**src/rtl/cop_instr_sequencer.sv**
```systemverilog
// Program sequencer for the matrix coprocessor. It stores a short instruction list and
// issues one word at a time, each with a start pulse, then waits for the cop_done handshake.
module cop_instr_sequencer #(
  parameter int INSTR_W = 22,
  parameter int DEPTH   = 32,
  parameter int ADDR_W  = 5,
  parameter int TIMEOUT = 1023
) (
  input  logic               clk,
  input  logic               rst,
  input  logic               load_en,
  input  logic [ADDR_W-1:0]  load_addr,
  input  logic [INSTR_W-1:0] load_data,
  input  logic [ADDR_W:0]    prog_len,
  input  logic               run,
  input  logic               step_mode,
  input  logic               step,
  input  logic               abort,
  input  logic               cop_done,
  output logic [INSTR_W-1:0] instr,
  output logic               start,
  output logic [ADDR_W-1:0]  pc,
  output logic               busy,
  output logic               halted,
  output logic               timeout_err
);

  localparam int              CNT_W   = $clog2(TIMEOUT + 1);
  localparam logic [ADDR_W:0] DEPTH_L = (ADDR_W + 1)'(DEPTH);
  localparam logic [3:0]      OP_HALT = 4'b0000;

  typedef enum logic [2:0] {
    IDLE, FETCH, ISSUE, WAIT, ADVANCE, PAUSE, DONE, ERR
  } state_t;

  state_t               state_q, state_d;
  logic [INSTR_W-1:0]   mem [DEPTH];
  logic [CNT_W-1:0]     wait_cnt;
  logic [ADDR_W:0]      eff_len;
  logic                 last_instr;

  assign eff_len    = (prog_len > DEPTH_L) ? DEPTH_L : prog_len;
  assign last_instr = (({1'b0, pc} + 1'b1) == eff_len);

  // NOTE: program memory has no reset; contents must survive rst and it maps onto RAM.
  always_ff @(posedge clk) begin
    if (load_en && !busy) mem[load_addr] <= load_data;
  end

  // NOTE: state registers use non-blocking assignments so every flop samples pre-edge values.
  always_ff @(posedge clk or posedge rst) begin
    if (rst) state_q <= IDLE;
    else     state_q <= state_d;
  end

  // NOTE: state_d gets a default before the case so no path can infer a latch.
  always_comb begin
    state_d = state_q;
    if (abort) begin
      state_d = IDLE;
    end else begin
      unique case (state_q)
        IDLE, DONE, ERR: if (run) state_d = (eff_len == '0) ? DONE : FETCH;
        FETCH:           state_d = ISSUE;
        // start is only raised for a non-halt word, so it doubles as the halt decode here
        ISSUE:           state_d = start ? WAIT : DONE;
        WAIT: begin
          if (cop_done)                            state_d = ADVANCE;
          else if (wait_cnt == CNT_W'(TIMEOUT - 1)) state_d = ERR;
        end
        ADVANCE: begin
          if (last_instr)     state_d = DONE;
          else if (step_mode) state_d = PAUSE;
          else                state_d = FETCH;
        end
        PAUSE:           if (step) state_d = FETCH;
        default:         state_d = IDLE;
      endcase
    end
  end

  // The instr register is the memory read register: the word addressed in FETCH lands
  // in instr on the same edge that raises start, giving ISSUE a valid word and pulse.
  always_ff @(posedge clk or posedge rst) begin
    if (rst) begin
      pc       <= '0;
      instr    <= '0;
      start    <= 1'b0;
      wait_cnt <= '0;
    end else begin
      start <= 1'b0;
      if (abort) begin
        pc <= '0;
      end else begin
        unique case (state_q)
          IDLE, DONE, ERR: if (run && eff_len != '0) pc <= '0;
          FETCH: begin
            if (mem[pc][3:0] != OP_HALT) begin
              instr <= mem[pc];
              start <= 1'b1;
            end
          end
          ISSUE:   wait_cnt <= '0;
          WAIT:    wait_cnt <= wait_cnt + 1'b1;
          ADVANCE: if (!last_instr) pc <= pc + 1'b1;
          default: ;
        endcase
      end
    end
  end

  assign busy        = (state_q == FETCH) || (state_q == ISSUE) || (state_q == WAIT) ||
                       (state_q == ADVANCE) || (state_q == PAUSE);
  assign halted      = (state_q == DONE);
  assign timeout_err = (state_q == ERR);

endmodule

```
**config.mk**
```make
export PLATFORM = sky130hd
export DESIGN_NAME = cop_instr_sequencer
export DESIGN_NICKNAME = d
export VERILOG_FILES = /design/src/rtl/cop_instr_sequencer.sv
export SDC_FILE = /design/constraint.sdc
export NUM_CORES = 1
export LEC_CHECK = 0
export ABC_CLOCK_PERIOD_IN_PS = 3200
export CORE_MARGIN = 1
export CORE_UTILIZATION = 42
export CTS_CLUSTER_DIAMETER = 30
export DETAILED_ROUTE_END_ITERATION = 7
export HOLD_SLACK_MARGIN = 0.03
export PLACE_DENSITY = 0.58
export SLEW_MARGIN = 30
export SYNTH_ARGS = -nofsm -noshare
export SYNTH_HDL_FRONTEND = slang
export SYNTH_SLANG_ARGS = --single-unit
export TNS_END_PERCENT = 30
```
**constraint.sdc**
```tcl
create_clock -name clk -period 3.2 [get_ports clk]
set_clock_uncertainty 0.1 [all_clocks]
set_input_delay 0.64 -clock clk [delete_from_list [all_inputs] [get_ports clk]]
set_output_delay 0.64 -clock clk [all_outputs]
set_load 0.02 [all_outputs]
```
Yosys cells after proc, flatten, opt, wreduce, memory -nomap -nowiden:

Memory sizes are Yosys's and may differ from the RTL's.
Cells that the tools add are included.

* add/subtract/negate cells: 3
* multiply operators: 0
* div/mod/pow operators: 0
* magnitude comparators: 1
* equal/unequal tests: 14
* shift operators: 0
* mux-type cells: 21
* bitwise logic cells: 1
* reduce and logical (&&, ||, !) cells: 18

Operators by type and width (count)
* two-way mux 3 bit: 9
* one-hot mux 10 bit (2 select lines): 1
* one-hot mux 3 bit (6 select lines): 1
* two-way mux 5 bit: 3
* equality test 3 bit (second input constant): 4
* != test 3 bit (second input constant): 4
* adder 10 x 1 -> 10 bit (second input constant): 1
* equality test 10 bit (second input constant): 1
* one-hot mux 5 bit (2 select lines): 1
* AND reduction 3 bit: 3
* adder 5 x 1 -> 6 bit (second input constant): 1
* equality test 3 x 2 -> 1 bit (second input constant): 2
* equality test 6 bit: 1
* greater-than comparator 6 bit (second input constant): 1
* logical NOT 6 bit: 1
* two-way mux 6 bit: 1
* nonzero test 6 bit: 1
* adder 5 x 1 -> 5 bit (second input constant): 1
* two-way mux 1 bit: 5
* logical OR 1 bit: 4
* != test 4 bit (second input constant): 1
* nonzero test 4 bit: 1
* equality test 3 x 1 -> 1 bit (second input constant): 1
* logical NOT 3 bit: 1
* other kinds (7): 8

* register bits: 41
* bits in latches: 0
* bits in writable memories: 704
* bits in read-only memories: 0
* memories kept: 1

Memory list
* mem: words 32, width 22, rd ports 1, clocked after memory_dff 0, write ports 1, line 37 `logic [INSTR_W-1:0] mem [DEPTH];`

Logic depth before layout (Yosys ltp):

* depth in word-level cells: 9
* depth in mapped cells: 11
* gate-level depth less buffers: 9

Worst setup path after synthesis:

OpenSTA, ideal clock, no wires.

* path kind: reg-to-reg
* start point: reg pc[1]
* end point: reg instr[18] (read register of mem)
* library setup time: 0.125 ns
* arrival time: 2.877 ns
* required time: 2.975 ns
* setup slack: 0.098 ns
* cell stages (with the launch flop): 9
* path buffers: 4
* period minus slack after synthesis: 3.102 ns
* path through: dfrtp_1 -> buf_2 -> buf_2 -> clkbuf_1 -> buf_1 -> mux4_2 -> mux4_2 -> mux2_2 -> mux2_2

* cells in the longest elaborated chain, start to end: 3

Ends and longest elaborated chain
* start: declaration: line 22 `output logic [ADDR_W-1:0] pc,`
* start signal: assignment: line 105 `ADVANCE: if (!last_instr) pc <= pc + 1'b1;`
* memory read (32 x 22 bit) (*)
* nonzero test 4 bit: line 98 `if (mem[pc][3:0] != OP_HALT) begin`
* AND reduction 3 bit (no source line)
* end: declaration: line 20 `output logic [INSTR_W-1:0] instr,`

Every way passes the cells marked *; elsewhere a longest branch is shown, timed or not.
A chain may end at the register's enable or synchronous reset.

Worst setup path in the final report:

* start point: reg pc[0]
* end point: reg instr[10] (read register of mem)

The elaborated chain is that of the path after synthesis.

==> results by group <==
GRT
  • Initial antenna violation count: 2
  • Largest net degree at the start of global routing: 57
  • Vias in the first global route: approximately 15000
  • Total congestion overflow: 0
  • GRT Total Usage: 0.2121
  • First-pass GRT wire length: 105.6 mm

Yosys
  • Register area share after synthesis: 0.7589
  • Compound-Gate Fraction of Synth Area: 0.01585
  • Syn_nets: between 1000 and 1500
  • Post-Synth XOR/XNOR Area: 0.003170
  • Fraction of registers with async set/reset: 0.05503
  • Simple-gate portion of the synthesized area: 0.02142
  • Main combinational cell family by area after synthesis: multiplexers
  • Cell Area, Synth: 0.02921 sq mm
  • Main synth FF type: edfxtp_1
  • Syn avg cell area: 22.42 sq um
  • Synth Area in Adders: 0.002142
  • Synthesis Warnings: 0
  • Cell count after synthesis: about 1300
  • Post-synth EDFFs: between 700 and 800
  • Synth unique cells: around 50
  • Register bit total from synthesis: 745
  • Mux cell area share after synthesis: 0.1831

Timing
  • Setup TNS: 0 ns
  • Slew HR: 0.4291
  • Max Slew Vio Count: 0
  • Final setup viols: 0
  • Slew @ Worst Pin: 0.8564 ns
  • Endpoints failing hold: 0
  • RSZ-0062 raised after global routing: yes
  • Post-layout min period: approximately 3.1 ns
  • Fmax: 0.3187 GHz
  • Tcrit/Tclk final: 0.9805

Power and ir drop
  • P_int: roughly 22 mW
  • Lkg Pwr: around 12 nW
  • Clock power frac: 0.512
  • Sw Ratio: 0.2297
  • Pwr Density: around 770 mW/mm^2
  • Total power: 28.38 mW
  • Maximum vdd drop: around 630 uV
  • Combinational power share: 0.093
  • Flop pwr share: 0.395
  • NetSw: ~6.5 mW

Clock network
  • CTS H-Tree Depth: 4
  • Clock transition at path regs: approximately 0.05 ns
  • # hold bufs at CTS: 0
  • CTS tree: yes
  • Clock Root Buffer: clkbuf_16
  • Clock buffer count from CTS: about 140
  • Clock Latency Late Sink: 0.72 ns
  • Sinks on the clock net: between 700 and 800
  • Buffer depth of the longest clock path: 3

Finish
  • Final core occ: 0.5386
  • Area grow syn2layout: 26.70%
  • Layout cells sized above 1: 0.3740
  • Post-layout net count: around 1600
  • Fillers: 5301
  • Design area: 0.03700 sq mm
  • Non-filler cells, final: ~2600

Place
  • IO buf count: 71
  • RePlAce Congestion: between 0.7 and 0.8
  • DP Area: 0.03224 sq mm
  • Placed Cells: ~2400
  • Post-DP HPWL: 41.04 mm

Drt
  • Routed Antenna Nets: 0
  • Initial DRC Count: between 1000 and 1500
  • Routed vias/inst: around 5.6
  • DR WL/cell: 27.71 um
  • DR vias: around 15000
  • Routed WL: between 70 and 80 mm
  • DRC Markers: 0
  • Initial DRT Pass Iterations: 5

Worst setup path
  • Crit start category: flip-flop
  • Critical Path RT: ~3.7 ns
  • Crit path DAT: ~3.6 ns
  • Critical path type: flip-flop to flip-flop
  • CP max FO: 23
  • Crit path capture type: flip-flop

Floorplanning
  • Die width: 265.7 um
  • Rows: 96
  • Die ar.: slightly above 0.07 sq mm
  • Starting Density: 0.4251
  • Die H: 265.7 um
  • Boundary pin count: 72
  • Core area: about 0.07 sq mm

Min path
  • Worst Hold Class: input port to async pin

Outcome
  • Outcome: finished, final reports clean

Flow run
  • Maximum Capacitance Violations: 0
[logic make-up (layout without fill, tap and decap cells)]
group,after synthesis,in the layout
AO/OA/AOI/OAI,67,67
XOR/XNOR,9,9
adder cells (fa/ha/maj),5,5
buffers and inverters,76,460
flip-flops,745,745
multiplexers,266,266
other,0,1
AND/OR/NAND/NOR,135,135
[state kept, by name, indices dropped and copies added, names as in the netlist]
| register | count |
|---|---|
| wait_cnt | 10 |
| start | 1 |
| mem | 704 |
| pc | 5 |
| state_q | 3 |
| instr | 22 |
[path summary, 6_finish.rpt]
path | start | endpoint | slack (ns) | depth (start not counted)
min reg2reg | instr[9] | instr[9] | 0.42 | 1
max | pc[0] | instr[10] | 0.06 | 8
min in group clk | load_data[20] | mem[13][20] | 0.32 | 1
max reg2reg | pc[0] | instr[10] | 0.06 | 8
max in group asynchronous | rst | instr[10] | 2.22 | 3
min | rst | pc[0] | 0.23 | 2
[stage by stage]
stage / setup WS [ns] / hold slack, ns
floorplan: 0.09796 / 0.3727
global placement: 0.08942 / 0.3945
detailed placement: 0.06119 / 0.4054
CTS: 0.02519 / 0.2015
global route: -0.01068 / 0.2491
finish: 0.06235 / 0.2268
[synthesized netlist by cell type (3+ instances only)]
| cell type | count | area share |
|---|---|---|
| ha_1 | 5 | 0.0021 |
| nand2b_1 | 6 | 0.0013 |
| buf_6 | 12 | 0.0046 |
| edfxtp_1 | 704 | 0.72 |
| buf_4 | 5 | 0.0013 |
| a221oi_1 | 8 | 0.0024 |
| o21ai_0 | 14 | 0.0024 |
| nand2_1 | 30 | 0.0039 |
| nor3_1 | 4 | 0.00069 |
| nand3b_1 | 7 | 0.0018 |
| or2_2 | 3 | 0.00064 |
| mux4_1 | 9 | 0.0081 |
| or3_1 | 5 | 0.0011 |
| a21oi_1 | 20 | 0.0034 |
| buf_8 | 3 | 0.0015 |
| mux2_2 | 40 | 0.015 |
| nor2b_1 | 6 | 0.0013 |
| nand3_1 | 10 | 0.0017 |
| dfrtp_1 | 41 | 0.035 |
| buf_2 | 12 | 0.0021 |
| mux4_2 | 199 | 0.15 |
| mux2i_1 | 18 | 0.0062 |
| o211a_1 | 4 | 0.0014 |
| nand4_1 | 4 | 0.00086 |
| clkbuf_1 | 20 | 0.0026 |
| nor2_1 | 55 | 0.0071 |
| a21o_1 | 3 | 0.00077 |
| buf_1 | 10 | 0.0013 |
| inv_1 | 12 | 0.0015 |
| a311oi_1 | 3 | 0.00090 |
| xor2_1 | 7 | 0.0021 |
[area by class of cell]
type	count	area, sq um	area share
clock buffer	166	3747	0.1013
multi-input combinational	482	6844	0.1850
antenna	1	2.502	0.00006762
sequential	745	22180	0.5993
inverter	13	51.30	0.001386
tap	931	1165	0.03148
timing repair buffer	189	2019	0.05457
clock inverter	92	998.5	0.02698
[per-layer routing]
metal / part of all wire / GRT usage / wire length, um / up-vias
met5: 0.00018 / 0 / 13 / -
met4: 0.019 / 0.06617 / 1353 / 2
met3: 0.070 / 0.05259 / 5050 / 111
met2: 0.47 / 0.3214 / 33850 / 567
met1: 0.45 / 0.3040 / 32300 / 7889
li1: - / - / - / 6114
[power groups by stage]
stage	combinational, mW	sequential [mW]	clock [mW]
after floorplan	1.44	11.4	0
after global placement	2.59	11.4	0
after detailed placement	2.63	11.4	0
after CTS	2.64	11.2	14.8
after global routing	2.81	11.2	15.2
final	2.64	11.2	14.5
[critical path: stages, from the launching register on]
cell	delay, ns
dfrtp_4	0.60
buf_12	0.21
buf_12	0.14
mux4_2	0.49
mux2i_1	0.32
a221oi_1	0.22
o41ai_4	0.29
buf_12	0.24
mux2_2	0.36
[layout by cell type (no fill, tap or decap), drive strengths merged, types with 3 or more instances in the layout]
cell and instances:
dfrtp 41, o21ai 14, a311oi 3, buf 124, nand4 4, edfxtp 704
or2 3, ha 5, bufinv 15, clkdlybuf4s50 64, nand2b 6, nor2b 6
nand3b 7, inv 25, o211a 4, a21o 3, or3 5, nand3 10
a21oi 20, clkbuf 167, a221oi 8, nor2 55, clkinv 53, nor3 4
xor2 7, clkinvlp 12, mux2 40, mux2i 18, mux4 208, nand2 30
[repair_timing]
action | 4_1_cts | 5_1_grt
setup endpoints to repair | 0 | 8
buffers inserted | 0 | 0
resized for setup | 0 | 5
hold endpoints to repair | 0 | 0
Power figures use the tool's default switching activity.
